<file path="src/rtl/tmds_channel_encoder.sv">
// ----------------------------------------------------------------------------
// tmds_channel_encoder
// One TMDS channel: 8b/10b transition-minimising encode with running-disparity
// DC balance. Emits one 10-bit symbol per pixel clock, bit 0 sent first.
// Pipeline: optional input register, transition-minimisation stage, and a
// DC-balance stage whose outputs come straight from flops.
// ----------------------------------------------------------------------------
module tmds_channel_encoder #(
    parameter logic PIPE_IN = 1'b1
) (
    input  logic              clk_i,
    input  logic              rst_i,
    input  logic [7:0]        data_i,
    input  logic              de_i,
    input  logic [1:0]        ctrl_i,
    output logic [9:0]        tmds_o,
    output logic signed [4:0] disp_o
);

    // Control-period symbols, indexed by {C1,C0}.
    localparam logic [9:0] CTRL_00 = 10'h354;
    localparam logic [9:0] CTRL_01 = 10'h0AB;
    localparam logic [9:0] CTRL_10 = 10'h154;
    localparam logic [9:0] CTRL_11 = 10'h2AB;

    function automatic logic [3:0] popcount8(input logic [7:0] v);
        logic [3:0] n;
        n = 4'd0;
        for (int i = 0; i < 8; i++) begin
            n = n + {3'd0, v[i]};
        end
        return n;
    endfunction

    // ------------------------------------------------------------------
    // Stage 1: optional input register
    // ------------------------------------------------------------------
    logic [7:0] s1_data;
    logic       s1_de;
    logic [1:0] s1_ctrl;

    generate
        if (PIPE_IN) begin : g_pipe_in
            logic [7:0] data_s1_reg;
            logic       de_s1_reg;
            logic [1:0] ctrl_s1_reg;

            // Capture the raw pixel inputs once per clock.
            always_ff @(posedge clk_i or posedge rst_i) begin
                if (rst_i) begin
                    data_s1_reg <= 8'd0;
                    de_s1_reg   <= 1'b0;
                    ctrl_s1_reg <= 2'b00;
                end else begin
                    data_s1_reg <= data_i;
                    de_s1_reg   <= de_i;
                    ctrl_s1_reg <= ctrl_i;
                end
            end

            assign s1_data = data_s1_reg;
            assign s1_de   = de_s1_reg;
            assign s1_ctrl = ctrl_s1_reg;
        end else begin : g_no_pipe_in
            assign s1_data = data_i;
            assign s1_de   = de_i;
            assign s1_ctrl = ctrl_i;
        end
    endgenerate

    // ------------------------------------------------------------------
    // Stage 2: transition minimisation
    // ------------------------------------------------------------------
    logic [3:0] n1d;
    logic       use_xnor;
    logic [8:0] qm_next;
    logic [3:0] n1q_next;

    assign n1d      = popcount8(s1_data);
    // XNOR chaining is chosen for ones-heavy words to cut transitions.
    assign use_xnor = (n1d > 4'd4) || ((n1d == 4'd4) && !s1_data[0]);

    // Build q_m as an XOR or XNOR running chain over the data bits.
    always_comb begin
        qm_next    = 9'd0;
        qm_next[0] = s1_data[0];
        for (int i = 1; i < 8; i++) begin
            if (use_xnor) begin
                qm_next[i] = ~(qm_next[i-1] ^ s1_data[i]);
            end else begin
                qm_next[i] = qm_next[i-1] ^ s1_data[i];
            end
        end
        qm_next[8] = ~use_xnor;
    end

    assign n1q_next = popcount8(qm_next[7:0]);

    logic [8:0] qm_reg;
    logic [3:0] n1q_reg;
    logic [3:0] n0q_reg;
    logic       de_s2_reg;
    logic [1:0] ctrl_s2_reg;

    // Register q_m with its ones/zeros counts so stage 3 only adds.
    always_ff @(posedge clk_i or posedge rst_i) begin
        if (rst_i) begin
            qm_reg      <= 9'd0;
            n1q_reg     <= 4'd0;
            n0q_reg     <= 4'd8;
            de_s2_reg   <= 1'b0;
            ctrl_s2_reg <= 2'b00;
        end else begin
            qm_reg      <= qm_next;
            n1q_reg     <= n1q_next;
            n0q_reg     <= 4'd8 - n1q_next;
            de_s2_reg   <= s1_de;
            ctrl_s2_reg <= s1_ctrl;
        end
    end

    // ------------------------------------------------------------------
    // Stage 3: DC balance
    // ------------------------------------------------------------------
    logic signed [4:0] cnt_reg;
    logic signed [4:0] cnt_next;
    logic [9:0]        tmds_reg;
    logic [9:0]        tmds_next;

    logic signed [4:0] n1_s;
    logic signed [4:0] n0_s;
    logic signed [4:0] diff_s;      // n1q - n0q, always within +/-8
    logic signed [4:0] bias_s;      // 2 when q_m[8] is set, else 0
    logic              balanced;
    logic              invert_data;

    assign n1_s   = $signed({1'b0, n1q_reg});
    assign n0_s   = $signed({1'b0, n0q_reg});
    assign diff_s = n1_s - n0_s;
    assign bias_s = qm_reg[8] ? 5'sd2 : 5'sd0;

    assign balanced    = (cnt_reg == 5'sd0) || (n1q_reg == n0q_reg);
    // Invert when the word would push the disparity further the same way.
    assign invert_data = ((cnt_reg > 5'sd0) && (n1q_reg > n0q_reg)) ||
                         ((cnt_reg < 5'sd0) && (n0q_reg > n1q_reg));

    // Choose the outgoing symbol and the next running disparity.
    always_comb begin
        tmds_next = CTRL_00;
        cnt_next  = 5'sd0;
        if (!de_s2_reg) begin
            case (ctrl_s2_reg)
                2'b00:   tmds_next = CTRL_00;
                2'b01:   tmds_next = CTRL_01;
                2'b10:   tmds_next = CTRL_10;
                default: tmds_next = CTRL_11;
            endcase
            cnt_next = 5'sd0;
        end else if (balanced) begin
            tmds_next = {~qm_reg[8], qm_reg[8],
                         qm_reg[8] ? qm_reg[7:0] : ~qm_reg[7:0]};
            cnt_next  = qm_reg[8] ? (cnt_reg + diff_s) : (cnt_reg - diff_s);
        end else if (invert_data) begin
            tmds_next = {1'b1, qm_reg[8], ~qm_reg[7:0]};
            cnt_next  = cnt_reg + bias_s - diff_s;
        end else begin
            tmds_next = {1'b0, qm_reg[8], qm_reg[7:0]};
            cnt_next  = cnt_reg + diff_s - (5'sd2 - bias_s);
        end
    end

    // Output symbol and disparity leave the block directly from flops.
    always_ff @(posedge clk_i or posedge rst_i) begin
        if (rst_i) begin
            tmds_reg <= CTRL_00;
            cnt_reg  <= 5'sd0;
        end else begin
            tmds_reg <= tmds_next;
            cnt_reg  <= cnt_next;
        end
    end

    assign tmds_o = tmds_reg;
    assign disp_o = cnt_reg;

endmodule

</file>
<file path="config.mk">
export PLATFORM = sky130hd
export DESIGN_NAME = tmds_channel_encoder
export DESIGN_NICKNAME = d
export VERILOG_FILES = /design/src/rtl/tmds_channel_encoder.sv
export SDC_FILE = /design/constraint.sdc
export NUM_CORES = 1
export LEC_CHECK = 0
export ABC_CLOCK_PERIOD_IN_PS = 8250
export BUFFER_PORTS_ARGS = -buffer_cell sky130_fd_sc_hd__buf_4
export CAP_MARGIN = 25
export CELL_PAD_IN_SITES_DETAIL_PLACEMENT = 0
export CELL_PAD_IN_SITES_GLOBAL_PLACEMENT = 1
export CORE_MARGIN = 2
export CORE_UTILIZATION = 40
export CTS_CLUSTER_SIZE = 28
export DETAILED_ROUTE_END_ITERATION = 12
export MAX_ROUTING_LAYER = met4
export PLACE_DENSITY = 0.75
export SYNTH_ARGS = -nofsm -noshare
export SYNTH_HDL_FRONTEND = slang
export SYNTH_SLANG_ARGS = --single-unit
</file>
<file path="constraint.sdc">
create_clock -name clk_i -period 8.25 [get_ports clk_i]
set_input_delay 0.4125 -clock clk_i [delete_from_list [all_inputs] [get_ports clk_i]]
set_output_delay 0.4125 -clock clk_i [all_outputs]
set_load 0.01 [all_outputs]
</file>
# After elaboration in Yosys (flattened, before gate mapping)
# Cells that the tools add are included.
totals:
  register_bits: 46
  out_inout_bits: 15
  wordCells: 84
classes:
  n_addsub: 22
  n_lt_le_gt_ge: 5
  n_eq_ne: 4
  n_mux: 17
  n_bitwise: 17
  n_reduce_logical: 9
op_table:
  columns: ["operator", "n"]
  rows:
  - ["adder 4 x 1 -> 4 bit", 8]
  - ["2-to-1 mux 10 bit", 3]
  - ["case mux 10 bit (3 select lines)", 1]
  - ["2-to-1 mux 5 bit", 4]
  - ["subtractor 5 bit", 2]
  - ["inverter 1 bit", 9]
  - ["adder 3 x 1 -> 4 bit", 2]
  - ["> comparator 4 bit", 2]
  - ["2-to-1 mux 8 bit", 1]
  - ["inverter 8 bit", 1]
  - ["2-to-1 mux 1 bit", 7]
  - ["XOR 1 bit", 7]
  - ["adder 2 x 1 -> 3 bit", 2]
  - ["adder 5 x 3 -> 5 bit", 1]
  - ["adder 5 bit", 1]
  - ["> comparator 5 x 1 -> 1 bit, second input constant", 1]
  - ["zero test 5 bit", 1]
  - ["less-than comparator 5 x 1 -> 1 bit, second input constant", 1]
  - ["subtractor 4 x 4 -> 5 bit", 1]
  - ["subtractor 5 x 3 -> 5 bit", 1]
  - ["adder 1 x 1 -> 2 bit", 2]
  - ["== test 4 x 3 -> 1 bit, second input constant", 1]
  - ["== test 4 bit", 1]
  - ["> comparator 4 x 3 -> 1 bit, second input constant", 1]
  - ["other kinds (9)", 13]

# Logic depth before layout (Yosys ltp)
logic_depth:
  ltp_word: 31
  mapped_depth: 22
  depth_no_buf: 22

# Worst setup path before layout
# Ideal clock, no wire load.
synth_timing:
  path_type: "register -> register"
  from: "reg g_pipe_in.data_s1_reg[0]"
  to: "reg n0q_reg[3]"
  arrival_ns: 6.075
  slack_ns: 2.100
  path_stages_with_launch: 23
  n_path_buf: 0
  synth_period_minus_slack_ns: 6.150
  cell_sequence: "dfrtp_1 -> inv_1 -> fa_1 -> fa_1 -> fa_1 -> inv_1 -> ha_1 -> fa_1 -> nor3b_1 -> o21ai_0 -> a21oi_1 -> xnor2_1 -> inv_1 -> fa_1 -> fa_1 -> inv_1 -> fa_1 -> ha_1 -> inv_1 -> fa_1 -> inv_1 -> nor3_1 -> xor2_1"
synth_between:
  elab_chain_cells: 31
  elab_cells_between_ends: 41
  classes_between: "add/sub: 15; order compare: 1; eq/ne: 1; mux: 7; bitwise: 14; reduce/logical: 3"
synth_rtl:
  columns: ["item", "line", "rtl"]
  rows:
  - ["from (decl)", "44", "logic [7:0] data_s1_reg;"]
  - ["from (signal assigned)", "55", "data_s1_reg <= data_i;"]
  - ["parallel branches: the longest is 10 deep, another holds adder 3 x 1 -> 4 bit", null, null]
  - ["2-to-1 mux 1 bit (*)", "88", "if (use_xnor) begin"]
  - ["via qm_next[1]", "76", "logic [8:0] qm_next;"]
  - ["parallel branches: the longest is 18 deep, another holds adder 3 x 1 -> 4 bit", null, null]
  - ["adder 4 x 1 -> 4 bit (*)", "30", "n = n + {3'd0, v[i]};"]
  - ["via n1q_next[1]", "77", "logic [3:0] n1q_next;"]
  - ["subtractor 4 bit (*)", "116", "n0q_reg <= 4'd8 - n1q_next;"]
  - ["to (signal assigned)", "116", null]
  - ["to (decl)", "101", "logic [3:0] n0q_reg;"]
# Mark *: on every way through the listed nets, which the timed path passes.

# Final worst setup path
layout_timing:
  from: "reg g_pipe_in.data_s1_reg[0]"
  to: "reg n0q_reg[3]"
layout_between:
  elab_chain_cells: 31
  elab_cells_between_ends: 41
  classes_between: "add/sub: 15; order compare: 1; eq/ne: 1; mux: 7; bitwise: 14; reduce/logical: 3"
layout_rtl:
  columns: ["item", "line"]
  rows:
  - ["parallel branches: the longest is 16 deep, another holds adder 3 x 1 -> 4 bit", null]
  - ["2-to-1 mux 1 bit (*)", "88"]
  - ["via qm_next[3]", "76"]
  - ["parallel branches: the longest is 12 deep, another holds adder 3 x 1 -> 4 bit", null]
  - ["adder 4 x 1 -> 4 bit (*)", "30"]
  - ["via n1q_next[1]", "77"]
  - ["subtractor 4 bit (*)", "116"]
# Marked as above.

==> impl_results.md <==
- Outcome: finished, final reports clean
- Max cap viols: 0
- Final ANT Viol Nets: 0
- Top-area cell type share of the netlist area: 0.357
- Initial antenna violation count: 0
- Layout cell share with drive strength beyond 1: 0.179
- WL met2: ~2400 um
- Post-CTS Setup Bufs: 0
- Multi-input gate area: 1370 um2
- Critical hold path startpoint: ctrl_i[1]
- Crit path kind: register to register
- Setup TNS: 0 ns
- Final WL: 4660 um
- Most common cell in the synthesized netlist: inv_1
- Ys Warns: 0
- RR Startpoint: g_pipe_in.data_s1_reg[0]
- Gate Count Post-Synth: 239
- Die area: 7320 um2
- CTS Hold Bufs: 0
- Global route overflow: 0
- Largest net degree at the start of global routing: 45
- Synth unique cells: 43
- DP Wirelength: 3620 um
- P&R area growth vs syn: 14.4%
- Gr usage total: 0.147
- Ant diodes: 0
- Flop2flop setup slack: 1.72 ns
- Placed Area: 2950 um2
- FF+latch count, synth: 44
- Placement Rows: 29
- Period utilization: 0.792
- Vias per cell: roughly 5
- Worst-path cell chain: inv_1, fa_1, fa_1, fa_1, inv_1, ha_1, fa_1, nor3b_1, o21ai_0, a21oi_1, xor2_1, inv_1, fa_1, fa_1, inv_1, fa_1, ha_1, inv_1, fa_1, inv_1, nor3_1, xor2_1
- Ys flop type: dfrtp_1
- Largest delay contributor family on the critical path: adder cells
- Worst Hold End: g_pipe_in.ctrl_s1_reg[1]
- Post-cts sizing count: 0
- Worst Path Buf+Inv: 6
- Top sig layer: met4
- Slew margin rel.: 0.607
- Final instance area: a little over 3000 um2
- Clock latency on the worst-skew pair: 0.29 ns
- Gpl congestion: 0.854
- Worst Setup End Kind: register
- Largest fanout on the critical path: 5
- Final #Nets: 324
- CTS Buf Count: 5
- Syn nets: around 290
- Yosys top cell by area: dfrtp_1
- Detailed-routed wire length on met3: 114 um
- CP required: 8.47 ns
- Worst path arrival time: 6.76 ns
- Slowest CP cell: fa_1
- EDFF count, synth: 0
- Top post-synthesis cells by count: inv_1, dfrtp_1, ha_1, xnor2_1, o21ai_0
- Clk buf depth: 2
- Largest register FFs: 10
- Max Freq: 153 MHz
- Initial drt markers: 91
- Async SR Flop Fraction: 1.00
- # IOs: 28
- Root Driver: clkbuf_8
- Min cycle time layout: 6.53 ns
- Post-Syn Area: approximately 2700 um2
- Initial Utilization: 0.417
- Most used cell, CP: fa_1
- Ranking of synthesized cells by area: dfrtp_1, ha_1, fa_1, xnor2_1, inv_1
- CORE AREA: ~6400 um2
- Reg clk slew, reported paths: approximately 0.08 ns
- Fill cell count: 619
- DR pass1 iterations: 4
- CTS tree: built
- # DRC: 0
- WHS Path Cells: 1
- H-tree levels: 2
- Die Span X: 85.6 um
- Register area: between 1000 and 1500 um2
- Clk sinks: 44
- Slew Viols, Final: 0
- First-pass GRT wire length: 8180 um
- Slew @ Worst Pin: 0.588 ns
- RSZ-0062 raised after global routing: false
- Number of I/O port buffers: 27
- Startpoint Class: register
- Register area share after synthesis: 0.417
- Met1 wire length: 2120 um
- R2R depth: 22
- Syn_area_per_cell: 11.1 um2
- Hold Path Class: primary input to register
- Slowest stage delay, CP: 0.56 ns
- Reg2reg end: n0q_reg[3]
- Fin util: 0.477
- Final hold vios: 0
- Die height: 85.6 um
- Wirelength per Cell: 13.3 um
- Final setup vio count: 0
- Vias in the first global route: 1784
- Clock Skew: 0.00513 ns
- Total number of vias: ~1700
[routing by layer]
layer	vias to the layer above	global-route usage
met1	848	0.182
met3	7	0.0260
li1	846	-
met2	25	0.240
met5	-	-
met4	0	0.0563
[cell type report]
cell class                      count  share of cell area
Clock inverter                      2             0.00329
Timing Repair Buffer               28              0.0690
Multi-Input combinational cell    149               0.451
Clock buffer                        6              0.0271
Sequential cell                    44               0.364
Tap cell                           77              0.0316
Inverter                           44              0.0542
[through the flow]
step	setup slack [ns]	hold slack [ns]	cells
finish	1.72	0.218	350
floorplan	2.10	0.331	239
detailed placement	1.75	0.337	342
global route	1.31	0.203	350
global placement	1.87	0.333	342
CTS	1.70	0.207	350
[kinds of logic after synthesis]
logic type,count (synthesis),synth area share
compound gates,48,0.121
buf+inv,46,0.0677
flops,44,0.417
fa+ha+maj,39,0.217
simple gates,31,0.0663
xor+xnor,29,0.103
mux,2,0.00799
[worst max path at each step]
| stage | from | end | slack [ns] | depth (start not counted) |
|---|---|---|---|---|
| floorplan | g_pipe_in.data_s1_reg[0] | n0q_reg[3] | 2.10 | 22 |
| global placement | g_pipe_in.data_s1_reg[0] | n0q_reg[3] | 1.87 | 22 |
| detailed placement | g_pipe_in.data_s1_reg[0] | n0q_reg[3] | 1.75 | 22 |
| CTS | g_pipe_in.data_s1_reg[0] | n0q_reg[3] | 1.70 | 22 |
| global route | g_pipe_in.data_s1_reg[0] | n0q_reg[3] | 1.31 | 22 |
| finish | g_pipe_in.data_s1_reg[0] | n0q_reg[3] | 1.72 | 22 |
[layout by cell type (no fill, tap or decap), types with 4 or more instances in the layout]
cell type  count
o21ai_0       13
clkbuf_8       6
xnor2_1       22
xor2_1         5
fa_1          12
ha_1          27
nor3_1         5
buf_4         28
nor2_1         7
o21a_1         5
a211oi_1       4
dfrtp_1       38
inv_1         43
dfstp_2        6
a21oi_1        9
Power is not shown: default switching activity piles up to over one toggle a cycle in this logic, so the estimate is an artifact.
